### config.mk
export PLATFORM = sky130hd
export DESIGN_NAME = pulse_cut_ctrl
export DESIGN_NICKNAME = d
export VERILOG_FILES = /design/src/rtl/pulse_cut_ctrl.sv
export SDC_FILE = /design/constraint.sdc
export NUM_CORES = 1
export LEC_CHECK = 0
export ABC_AREA = 1
export CAP_MARGIN = 20
export CELL_PAD_IN_SITES_DETAIL_PLACEMENT = 0
export CELL_PAD_IN_SITES_GLOBAL_PLACEMENT = 1
export CORE_MARGIN = 2
export CORE_UTILIZATION = 35
export DETAILED_ROUTE_END_ITERATION = 16
export PLACE_DENSITY = 0.9
export SYNTH_ARGS = -nofsm -noshare
export SYNTH_HDL_FRONTEND = slang
export SYNTH_SLANG_ARGS = --single-unit
export TNS_END_PERCENT = 1
### constraint.sdc
create_clock -name clk -period 2.1 [get_ports clk]
set_input_delay 0.42 -clock clk [delete_from_list [all_inputs] [get_ports clk]]
set_output_delay 0.42 -clock clk [all_outputs]
set_load 0.05 [all_outputs]
### src/rtl/pulse_cut_ctrl.sv
// Arming / cut / lockout sequencer for the pulse-match detector.
// Owns the detector reset and config, fires a timed cut on flag_cut.
module pulse_cut_ctrl #(
   parameter int unsigned THRESHOLD_DEF = 25,
   parameter int unsigned ERRO_RATE_DEF = 10,
   parameter int unsigned SETTLE        = 4,
   parameter int unsigned CUT_HOLD      = 8,
   parameter int unsigned LOCKOUT       = 16,
   parameter int unsigned ARM_TIMEOUT   = 1000
) (
   input  logic        clk,
   input  logic        rst_n,
   input  logic        arm,
   input  logic        disarm,
   input  logic        auto_rearm,
   input  logic        cfg_valid,
   output logic        cfg_ready,
   input  logic [11:0] cfg_threshold,
   input  logic [4:0]  cfg_erro_rate,
   input  logic        flag_cut,
   input  logic [15:0] energy_pulse_width,
   output logic        det_rst,
   output logic [11:0] threshold_out,
   output logic [4:0]  erro_rate_out,
   output logic        cut_out,
   output logic        busy,
   output logic [2:0]  state_out,
   output logic [7:0]  cut_count,
   output logic [15:0] last_width,
   output logic        timeout_flag
);

   typedef enum logic [2:0] {
      S_IDLE     = 3'd0,
      S_ARMING   = 3'd1,
      S_ARMED    = 3'd2,
      S_CUT      = 3'd3,
      S_COOLDOWN = 3'd4
   } state_e;

   localparam logic [15:0] SETTLE_LAST  = 16'(SETTLE - 1);
   localparam logic [15:0] CUT_LAST     = 16'(CUT_HOLD - 1);
   localparam logic [15:0] LOCKOUT_LAST = 16'(LOCKOUT - 1);
   localparam logic [15:0] TIMEOUT_LAST = 16'(ARM_TIMEOUT - 1);
   localparam logic        TIMEOUT_EN   = (ARM_TIMEOUT != 0);

   state_e      state_q;
   logic [15:0] timer_q;
   logic [11:0] thr_q;
   logic [4:0]  rate_q;
   logic [7:0]  cnt_q;
   logic [15:0] width_q;
   logic        tflag_q;

   always_ff @(posedge clk or negedge rst_n) begin
      if (!rst_n) begin
         state_q <= S_IDLE;
         timer_q <= '0;
         thr_q   <= 12'(THRESHOLD_DEF);
         rate_q  <= 5'(ERRO_RATE_DEF);
         cnt_q   <= '0;
         width_q <= '0;
         tflag_q <= 1'b0;
      end else begin
         // Config is only accepted while the detector is parked in IDLE.
         if (cfg_valid && state_q == S_IDLE) begin
            thr_q  <= cfg_threshold;
            rate_q <= cfg_erro_rate;
         end
         case (state_q)
            S_IDLE: begin
               if (arm) begin
                  state_q <= S_ARMING;
                  timer_q <= '0;
                  tflag_q <= 1'b0;
               end
            end
            S_ARMING: begin
               if (disarm) begin
                  state_q <= S_IDLE;
               end else if (timer_q == SETTLE_LAST) begin
                  state_q <= S_ARMED;
                  timer_q <= '0;
               end else begin
                  timer_q <= timer_q + 16'd1;
               end
            end
            S_ARMED: begin
               if (disarm) begin
                  state_q <= S_IDLE;
               end else if (flag_cut) begin
                  state_q <= S_CUT;
                  timer_q <= '0;
                  width_q <= energy_pulse_width;
                  if (cnt_q != 8'hFF) cnt_q <= cnt_q + 8'd1;
               end else if (TIMEOUT_EN && timer_q == TIMEOUT_LAST) begin
                  state_q <= S_IDLE;
                  tflag_q <= 1'b1;
               end else begin
                  timer_q <= timer_q + 16'd1;
               end
            end
            S_CUT: begin
               // A started cut always runs to completion.
               if (timer_q == CUT_LAST) begin
                  state_q <= S_COOLDOWN;
                  timer_q <= '0;
               end else begin
                  timer_q <= timer_q + 16'd1;
               end
            end
            S_COOLDOWN: begin
               if (disarm) begin
                  state_q <= S_IDLE;
               end else if (timer_q == LOCKOUT_LAST) begin
                  state_q <= auto_rearm ? S_ARMING : S_IDLE;
                  timer_q <= '0;
               end else begin
                  timer_q <= timer_q + 16'd1;
               end
            end
            default: state_q <= S_IDLE;
         endcase
      end
   end

   assign cfg_ready     = (state_q == S_IDLE);
   assign busy          = (state_q != S_IDLE);
   assign det_rst       = (state_q != S_ARMED);
   assign cut_out       = (state_q == S_CUT);
   assign state_out     = state_q;
   assign threshold_out = thr_q;
   assign erro_rate_out = rate_q;
   assign cut_count     = cnt_q;
   assign last_width    = width_q;
   assign timeout_flag  = tflag_q;

endmodule

==> reports/results.tsv <==
stage	metric	value	unit
outcome	outcome	completed	
global_routing	grtUsageTotal	17.8	%
yosys	synth.ff_latch_count	61	
hold_path	type_of_the_most_critical_hold_path	input pin to async pin	
routing	drt-wirelength-per-cell	13.5	um
yosys	yosysMostFrequentCell	nand2_1	
placed_design	post_dp_cell_area	0.00429	mm^2
clocking	root_buffer	clkbuf_8	
yosys	synth_cells	400	
worst_setup_path	critical_path.n_buffers_inverters	1	
clocking	tritoncts.num_buffers	9	
yosys	synth-edff-count	0	
sta	worst_slew_margin_rel	63.5	%
worst_setup_path	critical_path_peak_fanout	5	
yosys	synth_simple_gate_area_share	33.9	%
yosys	post_synth.cell_area_avg	8.08	um^2
routing	route.met2.wl	3.77	mm
worst_setup_path	cp-start-kind	flip-flop	
placed_design	place.gp.congestion	0.800	
floorplanning	floorplan.die_area	0.0100	mm^2
floorplanning	floorplan.rows	35	
yosys	asyncSetResetFlopFracSynth	100	%
cells_and_area	post-route-cell-area	0.00449	mm^2
routing	firstDrtPassIters	4	
worst_setup_path	cpMaxStageDelayCell	clkdlybuf4s50_1	
routing	wirelength_met1	3.80	mm
clocking	cts_htree_levels	3	
yosys	post-synth-top-area-fraction	43.4	%
placed_design	buffer_ports.inserted	88	
pwr	portion_of_total_power_attributed_to_the_clock_network	16.5	%
run	cap_viol_max_count	0	
sta	final_max_slew_viol_count	0	
routing	detail_route.wirelength	8.31	mm
worst_setup_path	end_kind	output pin	
worst_setup_path	worst-endpoint-arrival	1.65	ns
global_routing	vias_in_the_first_global_route	3077	
floorplanning	initial_core_utilization	35.5	%
routing	post-route-drc-count	0	
cells_and_area	antenna-diode-count	0	
cells_and_area	area.growth.synth_to_final	39.1	%
pwr	ir_drop	0.967	mV
worst_setup_path	crit_path_cell_trace	clkdlybuf4s50_1	
worst_setup_path	r2r_cells	10	
yosys	synthesis.area	0.00323	mm^2
yosys	muxShareOfSynthArea	5.93	%
floorplanning	design.core.area	0.00911	mm^2
cells_and_area	finish.net_count	543	
global_routing	gr-total-overflow	0	
yosys	synth.cells.most_frequent	nand2_1 (150), dfrtp_1 (56), nand3_1 (46)	
worst_setup_path	cp_data_required_time	1.68	ns
clocking	later_pin_clock_latency_in_the_skew_report	0.34	ns
yosys	synth_top_family_by_area	simple AND/OR/NAND/NOR gates	
global_routing	maximum_number_of_pins_on_one_net_before_global_route_repair	62	
yosys	synth.area.top_cells	dfrtp_1 (43%), nand2_1 (17%), nand3_1 (7.1%)	
sta	tightestPinTransition	0.543	ns
sta	f_max	0.483	GHz
worst_setup_path	critical-path-top-delay-family	buffers and inverters	
yosys	synth.lib_cells_used.distinct	30	
clocking	clk_pin_slew_worst_paths	0.08	ns
yosys	post_synth_xor_area_fraction	3.52	%
yosys	post-synth-top-area-cell	dfrtp_1	
worst_setup_path	critPathMaxStageDelay	0.85	ns
routing	detailedRoute.firstIterationViolations	150	
pwr	pwr_density_cell	1430	mW/mm^2
yosys	synth-warning-count	0	
clocking	clock-sinks	61	
sta	setup_viol_count_final	0	
routing	top_layer_used	met4	
clocking	tritoncts	built	
sta	fin_worst_skew	0.00981	ns
yosys	ys.flop_type	dfrtp_1	
pwr	cell_internal_pwr	0.00332	W
worst_setup_path	cp_num_cells	1	
placed_design	dp_hpwl	6.13	mm
sta	final.period_utilization	98.5	%
yosys	postSynthNetCount	442	
pwr	power_frac_comb	54.7	%
pwr	switchingPower	0.00313	W
global_routing	grt_first_pass_wirelength	14.1	mm
routing	post_detailed_route_count_of_antenna_violating_nets	0	
routing	met3RoutedLength	631	um
worst_setup_path	worstReg2RegEnd	timer_q[14]	
routing	detail_route.vias_per_cell	4.75	
sta	grt_setup_unrepaired	yes	
sta	fin_crit	2.07	ns
floorplanning	io-pin-count	89	
worst_setup_path	crit_type	flip-flop to output pin	
yosys	yosysSeqAreaShare	47.4	%
pwr	p_total	0.00644	W
clocking	clk_path_buf_depth	2	
yosys	synth_compound_area_share	2.05	%
cells_and_area	post_route_cells_drive_above_1_share	13.6	%
pwr	power.share.sequential	28.8	%
worst_setup_path	reg2reg_from	timer_q[0]	
yosys	synth_adder_area_share	0.775	%
global_routing	number_of_antenna_violations_at_the_first_check_in_global_routing	0	
floorplanning	die_height	100	um
floorplanning	die_w	100	um
pwr	power_leakage	2.21	nW
worst_setup_path	ff2ff_setup_slack	0.23	ns
sta	finalHoldViolations	0	
routing	num_vias	2928	
pwr	sw_frac_of_total	48.6	%
what timing repair did:
action                     in CTS  in global routing
hold buffers                    0                  0
setup endpoints to repair       2                  4
buffers inserted                0                  0
gates resized for setup         2                  2
layout by cell type, fill, tap and decap left out, drive strengths merged, types with 12 or more instances in the layout:
master         netlist  layout
nand2              153     153
clkdlybuf4s50        0      77
dfrtp               56      56
nand3               49      49
inv                 41      42
nor2                29      29
mux2                17      17
buf                  5      15
xor2                12      12
how the worst max path moves through the flow:
stage	from	end	slack, ns
2_1_floorplan	state_out[0]	timer_q[9]	0.02
3_3_place_gp	flag_cut	cut_count[2]	0.25
3_5_place_dp	flag_cut	cut_count[5]	0.16
4_1_cts	threshold_out[0]	threshold_out[0]	0.0006
5_1_grt	state_out[1]	busy	-0.04
6_report	state_out[1]	state_out[1]	0.03
cell type report:
cell class / count / area [um^2]
fill: 878 / 4610
sequential: 61 / 1530
multi-input combinational: 290 / 1500
timing repair buffer: 96 / 961
inverter: 43 / 164
tap: 111 / 139
clock buffer: 9 / 124
clock inverter: 7 / 75.1
metrics by stage:
step	hold slack, ns	setup slack, ns	TNS, ns	util [%]	std cells
2_1_floorplan	0.124	0.0192	0	-	400
3_3_place_gp	0.455	0.249	0	47.1	601
3_5_place_dp	0.462	0.161	0	47.1	601
4_1_cts	0.0982	0.000603	0	49.3	617
5_1_grt	0.113	-0.0355	-0.0567	49.3	617
6_report	0.0884	0.0311	0	49.3	617
metal layers:
layer / global-route usage (%) / vias to the layer above
met3: 6.27 / 10
met2: 28.3 / 77
met4: 6.01 / 0
met1: 22.7 / 1366
met5: 0 / -
li1: - / 1475
flip-flops by register name (all words and copies together) (netlist names):
register and count:
cut_count 8, state_out 3, threshold_out 12, timeout_flag 1, erro_rate_out 5, last_width 16, timer_q 16
power groups by stage:
stage	Clock, W	Combinational (W)	Sequential [W]
floorplan	0	0.00109	0.00309
global placement	0	0.00354	0.00185
detailed placement	0	0.00356	0.00187
CTS	0.00109	0.00356	0.00186
global route	0.00114	0.00373	0.00190
finish	0.00106	0.00353	0.00186
logic make-up after synthesis:
family | Yosys count
xor gates and xnor gates | 13
muxes | 17
AOI/OAI and AO/OA | 11
buffers and inverters | 49
adders and majority gates | 2
DFF | 61
and+or+nand+nor | 247
No activity file was read; power rests on OpenSTA's default activity.
